===== src/rtl/io_ring_pwr_seq.sv =====
// Power-up/power-down sequencer for the 1.8 V IO ring pad controls.
// Optional saturating fault counter enabled by defining IO_SEQ_FAULT_CNT_EN.
module io_ring_pwr_seq #(
    parameter int unsigned CNT_W      = 16,
    parameter int unsigned DEB_CYCLES = 16,
    parameter int unsigned IE_DELAY   = 4,
    parameter int unsigned OE_DELAY   = 8
) (
    input  logic       clk,
    input  logic       rst,
    input  logic       pg_vddio_i,
    input  logic       pg_vddx_i,
    input  logic       sw_off_i,
    output logic       pad_ret_o,
    output logic       pad_ie_o,
    output logic       pad_oe_en_o,
    output logic       io_ready_o,
    output logic [2:0] state_o
`ifdef IO_SEQ_FAULT_CNT_EN
    ,
    output logic [7:0] fault_cnt_o
`endif
);

    typedef enum logic [2:0] {
        StOff      = 3'd0,
        StDebounce = 3'd1,
        StIeOn     = 3'd2,
        StRetOff   = 3'd3,
        StReady    = 3'd4,
        StShutdown = 3'd5
    } state_e;

    state_e           state_q, state_d;
    logic [CNT_W-1:0] cnt_q, cnt_d;
    logic [1:0]       vddio_sync_q, vddx_sync_q;
    logic             pg_ok;
    logic             ret_q, ret_d, ie_q, ie_d, oe_q, oe_d;

    localparam logic [CNT_W-1:0] DebLast = CNT_W'(DEB_CYCLES - 1);
    localparam logic [CNT_W-1:0] IeLast  = CNT_W'(IE_DELAY - 1);
    localparam logic [CNT_W-1:0] OeLast  = CNT_W'(OE_DELAY - 1);

    assign pg_ok = vddio_sync_q[1] & vddx_sync_q[1];

    always_comb begin
        state_d = state_q;
        cnt_d   = cnt_q;
        // Loss of supply is checked first so it wins over sw_off_i and delay expiry.
        unique case (state_q)
            StOff: begin
                cnt_d = '0;
                if (pg_ok && !sw_off_i) state_d = StDebounce;
            end
            StDebounce: begin
                if (!pg_ok || sw_off_i) state_d = StOff;
                else if (cnt_q == DebLast) state_d = StIeOn;
                else cnt_d = cnt_q + CNT_W'(1);
            end
            StIeOn: begin
                if (!pg_ok || sw_off_i) state_d = StOff;
                else if (cnt_q == IeLast) state_d = StRetOff;
                else cnt_d = cnt_q + CNT_W'(1);
            end
            StRetOff: begin
                if (!pg_ok || sw_off_i) state_d = StOff;
                else if (cnt_q == OeLast) state_d = StReady;
                else cnt_d = cnt_q + CNT_W'(1);
            end
            StReady: begin
                if (!pg_ok) state_d = StOff;
                else if (sw_off_i) state_d = StShutdown;
            end
            StShutdown: begin
                if (!pg_ok || cnt_q == OeLast) state_d = StOff;
                else cnt_d = cnt_q + CNT_W'(1);
            end
            default: state_d = StOff;
        endcase
        if (state_d != state_q) cnt_d = '0;

        ie_d  = (state_d == StIeOn) || (state_d == StRetOff) ||
                (state_d == StReady) || (state_d == StShutdown);
        ret_d = !((state_d == StRetOff) || (state_d == StReady));
        oe_d  = (state_d == StReady);
    end

    always_ff @(posedge clk or posedge rst) begin
        if (rst) begin
            state_q      <= StOff;
            cnt_q        <= '0;
            vddio_sync_q <= 2'b00;
            vddx_sync_q  <= 2'b00;
            ret_q        <= 1'b1;
            ie_q         <= 1'b0;
            oe_q         <= 1'b0;
        end else begin
            state_q      <= state_d;
            cnt_q        <= cnt_d;
            vddio_sync_q <= {vddio_sync_q[0], pg_vddio_i};
            vddx_sync_q  <= {vddx_sync_q[0], pg_vddx_i};
            ret_q        <= ret_d;
            ie_q         <= ie_d;
            oe_q         <= oe_d;
        end
    end

    assign pad_ret_o   = ret_q;
    assign pad_ie_o    = ie_q;
    assign pad_oe_en_o = oe_q;
    assign io_ready_o  = oe_q;
    assign state_o     = state_q;

`ifdef IO_SEQ_FAULT_CNT_EN
    logic       fault;
    logic [7:0] fault_cnt_q;

    // Aborts during debounce are not faults; only loss of supply once pads are live.
    assign fault = !pg_ok && ((state_q == StIeOn) || (state_q == StRetOff) ||
                              (state_q == StReady) || (state_q == StShutdown));

    always_ff @(posedge clk or posedge rst) begin
        if (rst) begin
            fault_cnt_q <= 8'd0;
        end else if (fault && (fault_cnt_q != 8'hff)) begin
            fault_cnt_q <= fault_cnt_q + 8'd1;
        end
    end

    assign fault_cnt_o = fault_cnt_q;
`endif

endmodule


===== config.mk =====
export PLATFORM = sky130hd
export DESIGN_NAME = io_ring_pwr_seq
export DESIGN_NICKNAME = d
export VERILOG_FILES = /design/src/rtl/io_ring_pwr_seq.sv
export SDC_FILE = /design/constraint.sdc
export NUM_CORES = 1
export LEC_CHECK = 0
export ABC_AREA = 1
export CAP_MARGIN = 10
export CORE_UTILIZATION = 40
export DETAILED_ROUTE_END_ITERATION = 7
export GPL_TIMING_DRIVEN = 0
export PLACE_DENSITY = 0.58
export RECOVER_POWER = 100
export SYNTH_ARGS = -nofsm -noshare
export SYNTH_HDL_FRONTEND = slang
export SYNTH_SLANG_ARGS = --single-unit

===== constraint.sdc =====
create_clock -name clk -period 2 [get_ports clk]
set_input_delay 0.2 -clock clk [delete_from_list [all_inputs] [get_ports clk]]
set_output_delay 0.2 -clock clk [all_outputs]
set_load 0.02 [all_outputs]

## Word level (Yosys, flattened, before mapping)

Index checks and enable logic that the tools add are counted.

| operators by class | value |
|---|---|
| $add $sub $neg | 1 |
| multipliers | 0 |
| div/mod/pow operators | 0 |
| magnitude comparators | 0 |
| eq/ne operators | 20 |
| shift operators | 0 |
| multiplexer cells | 20 |
| bitwise logic cells | 1 |
| reductions and logical operators | 13 |

Operators with widths:

| operator | number |
|---|---|
| two-way mux 16 bit | 8 |
| one-hot mux 16 bit (5 select lines) | 1 |
| two-way mux 3 bit | 10 |
| inequality test 3 bit (second input constant) | 7 |
| one-hot mux 3 bit (6 select lines) | 1 |
| adder 16 x 1 -> 16 bit (second input constant) | 1 |
| equality test 16 x 2 -> 1 bit (second input constant) | 1 |
| equality test 16 x 3 -> 1 bit (second input constant) | 1 |
| equality test 16 x 4 -> 1 bit (second input constant) | 1 |
| equality test 3 x 2 -> 1 bit (second input constant) | 4 |
| equality test 3 bit (second input constant) | 4 |
| AND reduction 8 bit | 1 |
| logical OR 1 bit | 6 |
| nonzero test 6 bit | 1 |
| equality test 3 x 1 -> 1 bit (second input constant) | 1 |
| zero test 1 bit | 3 |
| zero test 3 bit | 1 |
| inequality test 3 bit | 1 |
| bitwise AND 1 bit | 1 |
| logical AND 1 bit | 1 |

| word-level totals | value |
|---|---|
| register bits | 26 |
| bits in latches | 0 |
| memory bits (writable) | 0 |
| ROM bits | 0 |
| memories kept | 0 |

## Logic depth before layout (Yosys ltp)

Gate-level depths: netlist of the first run.

| depth | value |
|---|---|
| depth after elaboration | 9 |
| gate-level depth with buffers | 15 |
| gate-level depth less buffers | 14 |

## Least setup slack after synthesis of the first run

No wires, ideal clock.

| path | value |
|---|---|
| path kind | register -> register |
| start | reg cnt_q[0] |
| end | reg cnt_q[8] |
| data arrival time | 1.643 ns |
| data required time | 1.927 ns |
| setup slack | 0.284 ns |
| stages on the path, launching flop included | 15 |
| buffers on the path | 1 |
| clock period less this slack | 1.716 ns |
| cell sequence | dfrtp_1 > ha_1 > nand2_2 > nor2_4 > inv_2 > nor2_4 > nand3_2 > nand3_2 > nand2_2 > nand2_1 > nand2_2 > nor2_4 > nand2_4 > buf_6 > a21oi_2 |

| on the way | value |
|---|---|
| longest elaborated chain between the ends | 7 |
| elaborated cells on any way between the ends | 32 |
| those cells by class | 1 x add/sub; 11 x eq/ne; 17 x mux; 3 x reduce/logical |

RTL lines:

| what | line | RTL |
|---|---|---|
| start: declaration | 35 | `logic [CNT_W-1:0] cnt_q, cnt_d;` |
| start signal: assignment | 99 | `cnt_q <= cnt_d;` |
| equality test 16 x 3 -> 1 bit (tied with other cells) | 67, 75 |  |
| two-way mux 3 bit (tied with other cells) | 67 | `else if (cnt_q == OeLast) state_d = StReady;` |
| two-way mux 3 bit, on equally long branches | -- |  |
| one-hot mux 3 bit (6 select lines) | 50 | `unique case (state_q)` |
| inequality test 3 bit | 80 | `if (state_d != state_q) cnt_d = '0;` |
| nonzero test 6 bit (no line) or inequality test 3 bit (tied branches) | -- |  |
| AND reduction 8 bit (no line) | -- |  |

Parallel ways exist; a longest one is shown, timed or not. The select of a mux whose other input is x is not followed.
A chain may end at the register's enable or synchronous reset.

## Worst setup path in the final report of the first run

| path | value |
|---|---|
| start | reg cnt_q[1] |
| end | reg cnt_q[4] |

The elaborated chain is that of the path after synthesis.

==> results of run 1 <==
==> layer usage <==
metal	vias to the layer above	part of all wire (%)	track usage (%)
met5	-	0	0
met4	0	1.5	7.45
met3	6	3.3	2.23
met2	30	47	30.2
met1	690	49	25.9
li1	743	-	-
==> report_power, final <==
group | switching (mW) | internal [mW] | total (mW) | leakage (nW)
logic | 0.0466 | 0.0247 | 0.0713 | 0.513
registers | 0.00244 | 0.531 | 0.534 | 0.343
clock network | 0.187 | 0.268 | 0.455 | 0.0357
total | 0.236 | 0.824 | 1.06 | 0.891
==> repair_timing <==
action                                  CTS  global route
gates resized for setup                   1            13
endpoints found under the setup margin    1            15
pin swaps                                 0             1
hold buffers                              0             0
setup buffers                             0             6
==> final cells by class <==
cell class                 instances  area (um^2)  area share [%]
clock inverter                     1         30.0            1.50
sequential                        26          657            32.9
tap                               50         62.6            3.13
multi-input combinational        160          892            44.6
clock buffer                       3         41.3            2.07
inverter                          27          101            5.07
buffer                             7         60.1            3.00
timing repair buffer              17          155            7.76
==> worst paths after layout <==
path / start / to / depth (start not counted)
max: cnt_q[1] / cnt_q[4] / 14
min: vddio_sync_q[0] / vddio_sync_q[1] / 0
max reg2reg: cnt_q[1] / cnt_q[4] / 14
min reg2reg: vddio_sync_q[0] / vddio_sync_q[1] / 0
max in group asynchronous: rst / cnt_q[7] / 2
min in group asynchronous: rst / cnt_q[14] / 2
==> metrics by stage <==
step                hold slack [ns]  instances  cell area, um^2  power (mW)  worst slack, ns
global route                  0.371        291             2000        1.10          -0.0245
floorplan                     0.231        220             1660       0.586            0.284
global placement              0.335        281             1830       0.609        -0.000384
finish                        0.354        291             2000        1.06            0.122
detailed placement            0.335        281             1830       0.610          -0.0275
CTS                           0.352        285             1910        1.06           0.0222
==> registers in the layout (all words and copies together), names as in the netlist <==
signal,cells
vddio_sync_q,2
io_ready_o,1
pad_ie_o,1
vddx_sync_q,2
cnt_q,16
state_o,3
pad_ret_o,1
==> cell usage after synthesis (all sizes together) <==
cell,instances,share of area (%)
nand2,58,15
nor2,30,8.9
inv,27,6.1
nand3,27,8.7
dfrtp,25,38
a21oi,18,7.7
buf,6,2.9
nand4,5,1.9
or2,5,1.9
nor3,3,0.90
nand3b,2,0.90
o211ai,2,0.90
o21bai,2,0.90
xor2,2,1.1
a21o,1,0.45
clkbuf,1,0.23
dfstp,1,1.6
ha,1,0.75
nor4,1,0.38
o21ai,1,0.30
o32ai,1,0.53
xnor2,1,0.53
==> layout by cell type, fill, tap and decap left out, types with 2 or more instances in the layout <==
| master | synthesis | layout |
|---|---|---|
| sky130_fd_sc_hd__a21oi_1 | 8 | 8 |
| sky130_fd_sc_hd__a21oi_2 | 10 | 10 |
| sky130_fd_sc_hd__buf_2 | 2 | 2 |
| sky130_fd_sc_hd__buf_4 | 2 | 8 |
| sky130_fd_sc_hd__clkbuf_8 | 0 | 3 |
| sky130_fd_sc_hd__clkdlybuf4s50_1 | 0 | 6 |
| sky130_fd_sc_hd__dfrtp_1 | 25 | 21 |
| sky130_fd_sc_hd__dfrtp_2 | 0 | 4 |
| sky130_fd_sc_hd__dlygate4sd3_1 | 0 | 5 |
| sky130_fd_sc_hd__inv_1 | 23 | 23 |
| sky130_fd_sc_hd__inv_2 | 4 | 4 |
| sky130_fd_sc_hd__nand2_1 | 50 | 49 |
| sky130_fd_sc_hd__nand2_2 | 6 | 7 |
| sky130_fd_sc_hd__nand2_4 | 2 | 2 |
| sky130_fd_sc_hd__nand3_1 | 25 | 24 |
| sky130_fd_sc_hd__nand3_2 | 2 | 3 |
| sky130_fd_sc_hd__nand3b_1 | 2 | 2 |
| sky130_fd_sc_hd__nand4_1 | 5 | 5 |
| sky130_fd_sc_hd__nor2_1 | 24 | 22 |
| sky130_fd_sc_hd__nor2_2 | 2 | 2 |
| sky130_fd_sc_hd__nor2_4 | 4 | 6 |
| sky130_fd_sc_hd__nor3_1 | 3 | 3 |
| sky130_fd_sc_hd__o211ai_1 | 2 | 2 |
| sky130_fd_sc_hd__o21bai_1 | 2 | 2 |
| sky130_fd_sc_hd__or2_2 | 5 | 5 |
| sky130_fd_sc_hd__xor2_1 | 2 | 2 |
==> logic make-up (layout without fill, tap and decap cells) <==
kind of cell	Yosys count	after routing	synth area share [%]
DFF	26	26	39.2
and+or+nand+nor	131	131	38.5
AOI/OAI and AO/OA	25	25	10.8
xor gates and xnor gates	3	3	1.58
adders and majority gates	1	1	0.753
buffers and inverters	34	55	9.19
==> impl_results.html, run 1 <==
<table>
<tr><th>Metric</th><th>Value</th></tr>
<tr><th colspan="2">Timing</th></tr>
<tr><td>RSZ-0062 raised after global routing</td><td>true</td></tr>
<tr><td>Max_slew headroom</td><td>31.2%</td></tr>
<tr><td>Slew at the pin closest to its max-slew limit</td><td>~1.0 ns</td></tr>
<tr><td>Tmin final</td><td>approximately 1.9 ns</td></tr>
<tr><td>Worst Skew</td><td>approximately 0.014 ns</td></tr>
<tr><td>Fmax</td><td>roughly 530 MHz</td></tr>
<tr><td>Fin. Hold Viols</td><td>0</td></tr>
<tr><td>Setup-violating endpoint count in the final report</td><td>0</td></tr>
<tr><td>Sum Neg Setup Slack</td><td>0 ns</td></tr>
<tr><td>Count of pins over their slew limit</td><td>0</td></tr>
<tr><td>Share of the clock period used by the worst path after layout</td><td>between 90 and 100%</td></tr>
<tr><th colspan="2">Logic synthesis</th></tr>
<tr><td>Yosys reg bits</td><td>26</td></tr>
<tr><td>Proportion of synthesized chip area in sequential cells</td><td>roughly two fifths</td></tr>
<tr><td>Synthesized area</td><td>~1700 um^2</td></tr>
<tr><td>Post-synthesis area per instance</td><td>about 7.6 um^2</td></tr>
<tr><td>Count of unique library cells instantiated by Yosys</td><td>31</td></tr>
<tr><td>Number of instances in the synthesized netlist</td><td>220</td></tr>
<tr><td>Net count after synthesis</td><td>approximately 230</td></tr>
<tr><td>YS warnings</td><td>0</td></tr>
<tr><th colspan="2">Placement</th></tr>
<tr><td>Last weighted congestion value of the routability-driven placer</td><td>around 0.84</td></tr>
<tr><td>Number of port buffers</td><td>11</td></tr>
<tr><td>DPL Wire Length</td><td>approximately 2600 um</td></tr>
<tr><th colspan="2">Finish</th></tr>
<tr><td>Utilization of the core after routing</td><td>approximately half</td></tr>
<tr><td>Fill cells</td><td>between 400 and 500</td></tr>
<tr><td>Final net count</td><td>approximately 250</td></tr>
<tr><td>N_diodes</td><td>0</td></tr>
<tr><td>Layout area overhead</td><td>20.3%</td></tr>
<tr><td>Proportion of layout cells with a drive suffix above 1</td><td>between 20 and 30%</td></tr>
<tr><th colspan="2">Route</th></tr>
<tr><td>Detailed-routing iteration count for the pre-antenna-repair pass</td><td>4</td></tr>
<tr><td>Vias per Instance</td><td>roughly 5.0</td></tr>
<tr><td>Drt drc</td><td>0</td></tr>
<tr><td>Count of vias placed by the detailed router</td><td>1469</td></tr>
<tr><td>Mean routed wirelength per cell</td><td>between 10 and 15 um</td></tr>
<tr><td>Number of nets still failing antenna checks after routing</td><td>0</td></tr>
<tr><td>Detailed Route WL</td><td>3680 um</td></tr>
<tr><td>DRC violation total after the first TritonRoute iteration</td><td>between 90 and 100</td></tr>
<tr><th colspan="2">Global routing</th></tr>
<tr><td>All-layer global routing usage</td><td>between 10% and 20%</td></tr>
<tr><td>Initial antenna violation count</td><td>0</td></tr>
<tr><td>Pin count of the biggest net entering global routing</td><td>27</td></tr>
<tr><td>Via count of the first global-routing pass</td><td>between 1000 and 1500</td></tr>
<tr><td>Grt ovf</td><td>0</td></tr>
<tr><td>First-pass GRT wire length</td><td>~6300 um</td></tr>
<tr><th colspan="2">Die</th></tr>
<tr><td>Die height</td><td>66.5 um</td></tr>
<tr><td>Width of the chip</td><td>roughly 66 um</td></tr>
<tr><td>Site Rows</td><td>23</td></tr>
<tr><td>Initial standard-cell utilization of the core</td><td>around two fifths</td></tr>
<tr><td>I/O pin total</td><td>12</td></tr>
<tr><td>Core region area</td><td>4000 um^2</td></tr>
<tr><td>Area of the die</td><td>roughly 4400 um^2</td></tr>
<tr><th colspan="2">Hold path</th></tr>
<tr><td>Hold crit path type</td><td>flop to flop</td></tr>
<tr><th colspan="2">Run status</th></tr>
<tr><td>Status</td><td>complete, no violations</td></tr>
<tr><th colspan="2">Clock network</th></tr>
<tr><td>Worst skew pair latency</td><td>about 0.28 ns</td></tr>
<tr><td>Cell chosen for the clock root</td><td>sky130_fd_sc_hd__clkbuf_8</td></tr>
<tr><td>Number of buffers inserted during clock tree synthesis</td><td>3</td></tr>
<tr><td>Clock tree from TritonCTS</td><td>built</td></tr>
<tr><td>Clock transition at the register clock pins on the worst setup and hold paths after CTS</td><td>about 0.090 ns</td></tr>
<tr><td>Count of H-tree levels built during CTS</td><td>1</td></tr>
<tr><td># clock sinks</td><td>26</td></tr>
<tr><td>Buffer depth of the longest clock path</td><td>2</td></tr>
<tr><th colspan="2">Power</th></tr>
<tr><td>Cell leakage power</td><td>between 0.8 and 0.9 nW</td></tr>
<tr><td>Power per cell area</td><td>roughly 530 nW/um^2</td></tr>
<tr><td>Peak supply drop</td><td>0.262 mV</td></tr>
<tr><th colspan="2">Worst setup path</th></tr>
<tr><td>Crit path largest cell delay</td><td>0.42 ns</td></tr>
<tr><td>FF-to-FF setup slack</td><td>0.12 ns</td></tr>
<tr><td>Most frequent cell on the critical path</td><td>sky130_fd_sc_hd__nand2_2</td></tr>
<tr><td>Maximum fanout along the worst path</td><td>10</td></tr>
<tr><td>Worst Path Buf+Inv</td><td>2</td></tr>
<tr><td>Kind of start point of the critical path</td><td>flop</td></tr>
<tr><td>Worst Path Class, Setup</td><td>flop to flop</td></tr>
<tr><td>Arrival time at the worst endpoint</td><td>2.08 ns</td></tr>
<tr><td>Data required time of the critical path</td><td>~2.2 ns</td></tr>
<tr><td>Slowest stage cell on the critical path</td><td>sky130_fd_sc_hd__dfrtp_1</td></tr>
<tr><td>Worst path cell trace</td><td>ha_4 -&gt; nand2_2 -&gt; nor2_4 -&gt; inv_2 -&gt; nor2_4 -&gt; nand3_2 -&gt; nand3_2 -&gt; nand2_2 -&gt; nand2_2 -&gt; nand2_2 -&gt; nor2_4 -&gt; nand2_4 -&gt; buf_12 -&gt; a21oi_2</td></tr>
<tr><td>Critical path endpoint category</td><td>flop</td></tr>
<tr><td>Family with the most delay on the worst path</td><td>simple AND/OR/NAND/NOR gates</td></tr>
<tr><th colspan="2">Job</th></tr>
<tr><td>Max-Cap Viols</td><td>0</td></tr>
</table>
Note: power is estimated with default switching activity, not from simulation.
==> inputs of run 2 (changes only) <==
Settings changed: CTS_BUF_LIST set to sky130_fd_sc_hd__clkbuf_2 sky130_fd_sc_hd__clkbuf_4 sky130_fd_sc_hd__clkbuf_8.
==> results of run 2 <==
The final DEF is identical to that of run 1; final timing and power are the same.
